[src/rtl/lcd_pkg.sv]
// Purpose: shared types, init ROM and post-byte wait rule for the HD44780 4-bit LCD controller.
// Latency: n/a (types, constants and a pure function only).
// Backpressure: n/a.
package lcd_pkg;

    // Top-level sequencer states. XFER covers the SETUP/EN_HI/EN_LO phases of one or two
    // nibbles, which lcd_nibble_tx tracks in its own nib_state_t.
    typedef enum logic [2:0] {
        ST_POR_WAIT,
        ST_INIT,
        ST_IDLE,
        ST_XFER,
        ST_WAIT
    } top_state_t;

    typedef enum logic [1:0] {
        NB_IDLE,
        NB_SETUP,
        NB_EN_HI,
        NB_EN_LO
    } nib_state_t;

    // Power-on init: four single nibbles (element 0 goes out first), then four full bytes.
    localparam logic [3:0][3:0] INIT_NIBBLES = {4'h2, 4'h3, 4'h3, 4'h3};
    localparam logic [3:0][7:0] INIT_BYTES   = {8'h01, 8'h06, 8'h0C, 8'h28};

    // Commands that need the long post-command delay.
    localparam logic [7:0] OP_CLEAR    = 8'h01;
    localparam logic [7:0] OP_HOME     = 8'h02;
    localparam logic [7:0] OP_HOME_ALT = 8'h03;

    function automatic int unsigned post_byte_wait(
        input logic        rs,
        input logic [7:0]  dat,
        input int unsigned cmd_wait,
        input int unsigned clr_wait
    );
        if (!rs && (dat == OP_CLEAR || dat == OP_HOME || dat == OP_HOME_ALT))
            return clr_wait;
        return cmd_wait;
    endfunction

endpackage

[src/rtl/lcd_nibble_tx.sv]
// Purpose: drives one LCD nibble: 1-cycle SETUP, EN_CYCLES with lcd_en high, EN_CYCLES low.
// Latency: lcd_rs/lcd_data load on the start edge; lcd_en rises one cycle later.
// Backpressure: start is honoured only when idle or on the done cycle (back-to-back nibbles).
// Ports: clk, rst_n; start/rs/nibble (request); lcd_rs/lcd_en/lcd_data (pins); done (pulse on last EN_LO cycle).
module lcd_nibble_tx
    import lcd_pkg::*;
#(
    parameter int EN_CYCLES = 800
) (
    input  logic       clk,
    input  logic       rst_n,
    input  logic       start,
    input  logic       rs,
    input  logic [3:0] nibble,
    output logic       lcd_rs,
    output logic       lcd_en,
    output logic [3:0] lcd_data,
    output logic       done
);

    localparam int             CW      = $clog2(EN_CYCLES + 1);
    localparam logic [CW-1:0]  EN_LAST = CW'(EN_CYCLES - 1);

    nib_state_t    state;
    logic [CW-1:0] cnt;

    assign done = (state == NB_EN_LO) && (cnt == EN_LAST);

    always_ff @(posedge clk or negedge rst_n) begin
        if (!rst_n) begin
            state    <= NB_IDLE;
            cnt      <= '0;
            lcd_rs   <= 1'b0;
            lcd_en   <= 1'b0;
            lcd_data <= '0;
        end else begin
            case (state)
                NB_SETUP: begin
                    state  <= NB_EN_HI;
                    cnt    <= '0;
                    lcd_en <= 1'b1;
                end
                NB_EN_HI: begin
                    if (cnt == EN_LAST) begin
                        state  <= NB_EN_LO;
                        cnt    <= '0;
                        lcd_en <= 1'b0;
                    end else begin
                        cnt <= cnt + 1'b1;
                    end
                end
                NB_EN_LO: begin
                    if (cnt == EN_LAST) begin
                        cnt <= '0;
                        // A start on the done cycle chains the next nibble with no gap.
                        if (start) begin
                            state    <= NB_SETUP;
                            lcd_rs   <= rs;
                            lcd_data <= nibble;
                        end else begin
                            state <= NB_IDLE;
                        end
                    end else begin
                        cnt <= cnt + 1'b1;
                    end
                end
                default: begin
                    if (start) begin
                        state    <= NB_SETUP;
                        cnt      <= '0;
                        lcd_rs   <= rs;
                        lcd_data <= nibble;
                    end
                end
            endcase
        end
    end

endmodule

[src/rtl/lcd_arbiter.sv]
// Purpose: HD44780 4-bit controller: runs the power-on init, then round-robins two byte requesters onto the LCD.
// Latency: accept -> lcd_en high on the 2nd cycle; a byte holds the bus 2*(1+2*EN_CYCLES)+wait cycles.
// Backpressure: reqN_ready is only offered in IDLE after init; requesters hold valid/data until ready.
// Ports: clk, rst_n; reqN_valid/reqN_rs/reqN_data/reqN_ready (N=0,1); lcd_rs/lcd_en/lcd_data; init_done; busy.
module lcd_arbiter
    import lcd_pkg::*;
#(
    parameter int EN_CYCLES = 800,
    parameter int CMD_WAIT  = 2000,
    parameter int CLR_WAIT  = 60000,
    parameter int POR_WAIT  = 750000
) (
    input  logic       clk,
    input  logic       rst_n,
    input  logic       req0_valid,
    input  logic       req0_rs,
    input  logic [7:0] req0_data,
    output logic       req0_ready,
    input  logic       req1_valid,
    input  logic       req1_rs,
    input  logic [7:0] req1_data,
    output logic       req1_ready,
    output logic       lcd_rs,
    output logic       lcd_en,
    output logic [7:4] lcd_data,
    output logic       init_done,
    output logic       busy
);

    localparam int MAX_A   = (POR_WAIT > CLR_WAIT) ? POR_WAIT : CLR_WAIT;
    localparam int MAX_B   = (CMD_WAIT > EN_CYCLES) ? CMD_WAIT : EN_CYCLES;
    localparam int MAX_ALL = (MAX_A > MAX_B) ? MAX_A : MAX_B;
    localparam int CW      = $clog2(MAX_ALL + 1);

    localparam logic [CW-1:0] POR_LAST = CW'(POR_WAIT - 1);
    localparam logic [CW-1:0] CNT_SAT  = CW'(MAX_ALL);

    top_state_t    state;
    logic [CW-1:0] cnt;
    logic [CW-1:0] cnt_inc;
    logic [CW-1:0] wait_len;
    logic [3:0]    init_idx;      // 0-3 single nibbles, 4-7 bytes, 8 = sequence finished
    logic          last_grant;    // 1 = req1 won last, so req0 wins the next tie
    logic          byte_rs;
    logic [7:0]    byte_dat;
    logic          second_nib;    // low nibble of byte_dat still to send

    logic          arb_open;
    logic          acc0;
    logic          acc1;
    logic          accept;
    logic          acc_rs;
    logic [7:0]    acc_dat;
    logic [7:0]    rom_byte;

    logic          tx_start;
    logic          tx_rs;
    logic [3:0]    tx_nib;
    logic          tx_done;

    assign cnt_inc = (cnt == CNT_SAT) ? cnt : cnt + 1'b1;

    // Ready depends only on state, pointer and the valids.
    assign arb_open   = (state == ST_IDLE) && init_done;
    assign req0_ready = arb_open && req0_valid && (!req1_valid || last_grant);
    assign req1_ready = arb_open && req1_valid && (!req0_valid || !last_grant);

    assign acc0     = req0_valid && req0_ready;
    assign acc1     = req1_valid && req1_ready;
    assign accept   = acc0 || acc1;
    assign acc_rs   = acc1 ? req1_rs : req0_rs;
    assign acc_dat  = acc1 ? req1_data : req0_data;
    assign rom_byte = INIT_BYTES[init_idx[1:0]];

    // The first nibble launches on the same edge the byte is taken so SETUP follows immediately.
    always_comb begin
        tx_start = 1'b0;
        tx_rs    = byte_rs;
        tx_nib   = byte_dat[3:0];
        case (state)
            ST_INIT: begin
                tx_start = 1'b1;
                tx_rs    = 1'b0;
                tx_nib   = init_idx[2] ? rom_byte[7:4] : INIT_NIBBLES[init_idx[1:0]];
            end
            ST_IDLE: begin
                if (accept) begin
                    tx_start = 1'b1;
                    tx_rs    = acc_rs;
                    tx_nib   = acc_dat[7:4];
                end
            end
            ST_XFER: tx_start = tx_done && second_nib;
            default: ;
        endcase
    end

    always_ff @(posedge clk or negedge rst_n) begin
        if (!rst_n) begin
            state      <= ST_POR_WAIT;
            cnt        <= '0;
            wait_len   <= '0;
            init_idx   <= '0;
            init_done  <= 1'b0;
            busy       <= 1'b1;
            last_grant <= 1'b1;
            byte_rs    <= 1'b0;
            byte_dat   <= '0;
            second_nib <= 1'b0;
        end else begin
            case (state)
                ST_POR_WAIT: begin
                    if (cnt == POR_LAST) begin
                        state <= ST_INIT;
                        cnt   <= '0;
                    end else begin
                        cnt <= cnt_inc;
                    end
                end
                ST_INIT: begin
                    state    <= ST_XFER;
                    cnt      <= '0;
                    init_idx <= init_idx + 4'd1;
                    byte_rs  <= 1'b0;
                    if (init_idx[2]) begin
                        byte_dat   <= rom_byte;
                        second_nib <= 1'b1;
                        wait_len   <= CW'(post_byte_wait(1'b0, rom_byte, CMD_WAIT, CLR_WAIT));
                    end else begin
                        second_nib <= 1'b0;
                        wait_len   <= CW'(CLR_WAIT);
                    end
                end
                ST_IDLE: begin
                    if (accept) begin
                        state      <= ST_XFER;
                        cnt        <= '0;
                        busy       <= 1'b1;
                        last_grant <= acc1;
                        byte_rs    <= acc_rs;
                        byte_dat   <= acc_dat;
                        second_nib <= 1'b1;
                        wait_len   <= CW'(post_byte_wait(acc_rs, acc_dat, CMD_WAIT, CLR_WAIT));
                    end
                end
                ST_XFER: begin
                    if (tx_done) begin
                        if (second_nib) begin
                            second_nib <= 1'b0;
                        end else begin
                            state <= ST_WAIT;
                            cnt   <= '0;
                        end
                    end
                end
                ST_WAIT: begin
                    if (cnt == wait_len - 1'b1) begin
                        cnt <= '0;
                        if (init_done || init_idx == 4'd8) begin
                            state     <= ST_IDLE;
                            busy      <= 1'b0;
                            init_done <= 1'b1;
                        end else begin
                            state <= ST_INIT;
                        end
                    end else begin
                        cnt <= cnt_inc;
                    end
                end
                default: state <= ST_POR_WAIT;
            endcase
        end
    end

    lcd_nibble_tx #(
        .EN_CYCLES (EN_CYCLES)
    ) u_nibble_tx (
        .clk      (clk),
        .rst_n    (rst_n),
        .start    (tx_start),
        .rs       (tx_rs),
        .nibble   (tx_nib),
        .lcd_rs   (lcd_rs),
        .lcd_en   (lcd_en),
        .lcd_data (lcd_data),
        .done     (tx_done)
    );

endmodule

[config.mk]
export PLATFORM = sky130hd
export DESIGN_NAME = lcd_arbiter
export DESIGN_NICKNAME = d
export VERILOG_FILES = /design/src/rtl/lcd_pkg.sv /design/src/rtl/lcd_nibble_tx.sv /design/src/rtl/lcd_arbiter.sv
export SDC_FILE = /design/constraint.sdc
export NUM_CORES = 1
export LEC_CHECK = 0
export CAP_MARGIN = 30
export CORE_MARGIN = 3
export CORE_UTILIZATION = 45
export DETAILED_ROUTE_END_ITERATION = 6
export PLACE_DENSITY_LB_ADDON = 0.25
export SYNTH_ARGS = -nofsm -noshare
export SYNTH_HDL_FRONTEND = slang
export SYNTH_SLANG_ARGS = --single-unit
[constraint.sdc]
create_clock -name clk -period 6.7 [get_ports clk]
set_clock_uncertainty 0.15 [all_clocks]
set_input_delay 1.34 -clock clk [delete_from_list [all_inputs] [get_ports clk]]
set_output_delay 1.34 -clock clk [all_outputs]
set_load 0.03 [all_outputs]
==> run summary <==
### Power and ir drop
- NetSw: 136 µW
- cell-internal power: 494 µW
- total power divided by cell area: 146 nW/µm²
- sequential share of power: 54.7%
- clock share of power: 41.7%
- Static Leak: 1.69 nW
- Power Total: 630 µW
- relative contribution of combinational cells to total power: 3.7%
- share of total power consumed by net switching: 21.6%
- IR drop worst, VDD: 0.0000856 V

### Floorplanning
- count of boundary I/O pins: 32
- area of the die: 9640 µm²
- Rows: 32
- vertical extent of the die: 98.2 µm
- effective utilization at floorplan: 48.0%
- floorplan die width: 98.2 µm
- Core Region: 7970 µm²

### Drt
- drt total wl: 8810 µm
- post-detailed-route via-to-cell ratio: 5.75
- number of DRC markers after the initial detailed-route iteration: 178
- Pre-antenna DRT Iters: 4
- remaining number of nets flagged by the antenna check after routing: 0
- vias after detailed routing: 3336
- DRC errors left: 0
- average detailed-routed wire length per instance: 15.2 µm

### Synthesis
- Yosys Warn Count: 0
- summed instance area of the synthesized netlist: 3820 µm²
- async set-or-reset flop fraction in the synthesized netlist: 100%
- net count of the mapped netlist: 492
- share of synthesized area occupied by flip-flops and latches: 37.4%
- number of distinct library cell variants in the gate-level netlist after synthesis: 60
- predominant post-synthesis flop cell: sky130_fd_sc_hd__dfrtp_1
- flip-flop and latch count after synthesis: 57
- average size of a mapped cell: 8.42 µm²
- Synth Instances: 454
- number of enable flip-flop cells after synthesis: 0

### Place
- cell area after placement: 4170 µm²
- GPL Wtd Cong: 0.840
- post-detailed-placement half-perimeter wirelength: 6370 µm
- IO Port Bufs: 31
- pre-CTS setup slack: 1.89 ns

### Layout
- number of antenna cells inserted: 0
- Final Cell Area: 4320 µm²
- final net count: 514
- growth of design area from synthesis to finish: 13.1%
- ratio of cells with drive above 1 in the final layout: 7.11%

### Worst setup path
- arrival time at the worst endpoint: 3.34 ns
- kind of end point of the critical path: output port
- startpoint type of the worst setup path: input port
- CP Class: in -> out
- flop-to-flop setup slack: 3.21 ns
- endpoint required time on the critical path: 5.21 ns
- crit path max fanout: 11

### Clock network
- count of cells resized by post-cts repair: 0
- Clock Latency Late Sink: 0.34 ns
- TritonCTS clock tree: done
- H-tree depth reported by CTS: 3
- setup fix buffers added after clock tree synthesis: 0
- number of sinks driven by the clock tree: 57
- clock transition at the registers of the reported paths: 0.06 ns
- quantity of hold-fixing buffers added after cts: 0
- clock buffer count from CTS: 9
- Clock Path Buffers: 2
- cell at the root of the clock tree: sky130_fd_sc_hd__clkbuf_8

### Timing
- count of final setup violators: 0
- worst relative slew slack: 51.1%
- worst-margin pin slew: 0.734 ns
- post-route setup slack: 1.87 ns
- maximum clock frequency: 207 MHz
- share of the cycle needed by the critical path after routing: 72.0%
- total count of hold-check failures in the final report: 0
- RSZ-0062 raised after global routing: no
- Tmin final: 4.83 ns
- total negative slack: 0 ns
- fin. max-slew vios: 0

### Global route
- GRT overflow: 0
- number of antenna violations at the first check in global routing: 0
- pin count of the biggest net entering global routing: 58
- Overall Global Routing Usage: 19.3%
- number of global-route vias before repair: 3193
- wire length of the first global-routing pass: 15400 µm

### Worst hold path
- Hold Crit Class: reg -> reg

### Outcome
- outcome: complete, no violations

### Flow run
- number of max-cap violations: 0

## cells in the mapped netlist (all sizes together) (4+ instances only)
| library cell | n | area [µm²] |
|---|---|---|
| nor2b | 4 | 25.0 |
| xor2 | 11 | 96.3 |
| inv | 19 | 71.3 |
| nand2b | 10 | 62.6 |
| ha | 16 | 200 |
| o21ai | 40 | 200 |
| and3 | 5 | 31.3 |
| buf | 14 | 75.1 |
| or2 | 4 | 25.0 |
| nor3 | 18 | 90.1 |
| nand4 | 14 | 87.6 |
| nor2 | 22 | 82.6 |
| a21oi | 39 | 195 |
| clkbuf | 10 | 37.5 |
| and2 | 4 | 25.0 |
| nand2 | 56 | 213 |
| mux2i | 4 | 40.0 |
| dfrtp | 55 | 1380 |
| nor4 | 10 | 77.6 |
| a31oi | 8 | 50.1 |
| xnor2 | 19 | 166 |
| nand3 | 15 | 75.1 |
| o31ai | 7 | 52.6 |
## critical path, stage by stage
cell and delay, ns:
sky130_fd_sc_hd__clkdlybuf4s50_1 0.52, sky130_fd_sc_hd__nand4_1 0.42, sky130_fd_sc_hd__inv_2 0.33, sky130_fd_sc_hd__clkdlybuf4s50_1 0.72
## placed cells by master, fill, tap and decap left out, types with 3 or more instances in the layout
| cell | instances |
|---|---|
| sky130_fd_sc_hd__o211ai_1 | 3 |
| sky130_fd_sc_hd__nand3_1 | 15 |
| sky130_fd_sc_hd__ha_1 | 16 |
| sky130_fd_sc_hd__a21oi_1 | 39 |
| sky130_fd_sc_hd__mux2i_1 | 4 |
| sky130_fd_sc_hd__or2_2 | 4 |
| sky130_fd_sc_hd__nor2b_1 | 4 |
| sky130_fd_sc_hd__xor2_1 | 11 |
| sky130_fd_sc_hd__nand2b_1 | 10 |
| sky130_fd_sc_hd__clkbuf_8 | 10 |
| sky130_fd_sc_hd__xnor2_1 | 19 |
| sky130_fd_sc_hd__clkdlybuf4s50_1 | 30 |
| sky130_fd_sc_hd__nor3_1 | 18 |
| sky130_fd_sc_hd__and3_1 | 5 |
| sky130_fd_sc_hd__nor4_1 | 9 |
| sky130_fd_sc_hd__nand2_1 | 55 |
| sky130_fd_sc_hd__nand4_1 | 14 |
| sky130_fd_sc_hd__dfrtp_1 | 55 |
| sky130_fd_sc_hd__o21ai_0 | 40 |
| sky130_fd_sc_hd__inv_1 | 18 |
| sky130_fd_sc_hd__nor3b_1 | 3 |
| sky130_fd_sc_hd__buf_4 | 3 |
| sky130_fd_sc_hd__o31ai_1 | 7 |
| sky130_fd_sc_hd__a31oi_1 | 8 |
| sky130_fd_sc_hd__nor2_1 | 22 |
| sky130_fd_sc_hd__nor4b_1 | 3 |
| sky130_fd_sc_hd__and2_1 | 4 |
## per-stage QoR
step / util, % / hold WS [ns] / instances
after CTS: 54.3 / 0.318 / 580
final: 54.3 / 0.318 / 580
after global routing: 54.3 / 0.344 / 580
after global placement: 52.3 / 0.311 / 566
after detailed placement: 52.4 / 0.307 / 567
after floorplan: - / 0.296 / 454
## path summary, 6_finish.rpt
check | start | endpoint | cells past startpoint
setup reg to reg | wait_len[10] | cnt[3] | 8
hold reg to reg | last_grant | last_grant | 2
hold / removal | last_grant | last_grant | 2
min in group asynchronous | rst_n | cnt[8] | 2
max in group asynchronous | rst_n | state[2] | 2
setup / recovery | req1_valid | req1_ready | 4
## layout make-up
| type | instances | area, µm² |
|---|---|---|
| Clock buffer | 12 | 145 |
| Clock inverter | 1 | 5.00 |
| Fill cell | 736 | 3640 |
| Inverter | 19 | 71.3 |
| Multi-Input combinational cell | 354 | 2210 |
| Sequential cell | 57 | 1430 |
| Tap cell | 102 | 128 |
| Timing Repair Buffer | 35 | 333 |
## flip-flops by register name, summed over array words and instances (netlist names), 2 cells and up
name	cells
u_nibble_tx.state	2
state	3
byte_dat	4
init_idx	4
u_nibble_tx.lcd_data	4
wait_len	3
cnt	20
u_nibble_tx.cnt	10
## metal layers
layer | part of all wire (%) | GRT usage, % | wire length [µm]
met4 | 1.4 | 5.99 | 122
met3 | 3.8 | 3.93 | 335
met1 | 51 | 27.7 | 4480
met2 | 44 | 29.4 | 3870
met5 | 0 | 0 | 0
## cell families after synthesis
logic type                 synth area share, %
AOI/OAI and AO/OA                         19.4
xor gates and xnor gates                  6.87
adders and majority gates                 5.24
buffers and inverters                     4.81
DFF                                       37.4
muxes                                     1.64
and+or+nand+nor                           24.6
## power by group through the flow
stage | logic [mW] | registers, mW | clock network (mW)
detailed placement | 0.0235 | 0.351 | 0
global placement | 0.0235 | 0.351 | 0
CTS | 0.0238 | 0.344 | 0.271
global route | 0.0259 | 0.344 | 0.287
floorplan | 0.00184 | 0.351 | 0
finish | 0.0231 | 0.344 | 0.262
(Power assumes the default switching activity.)
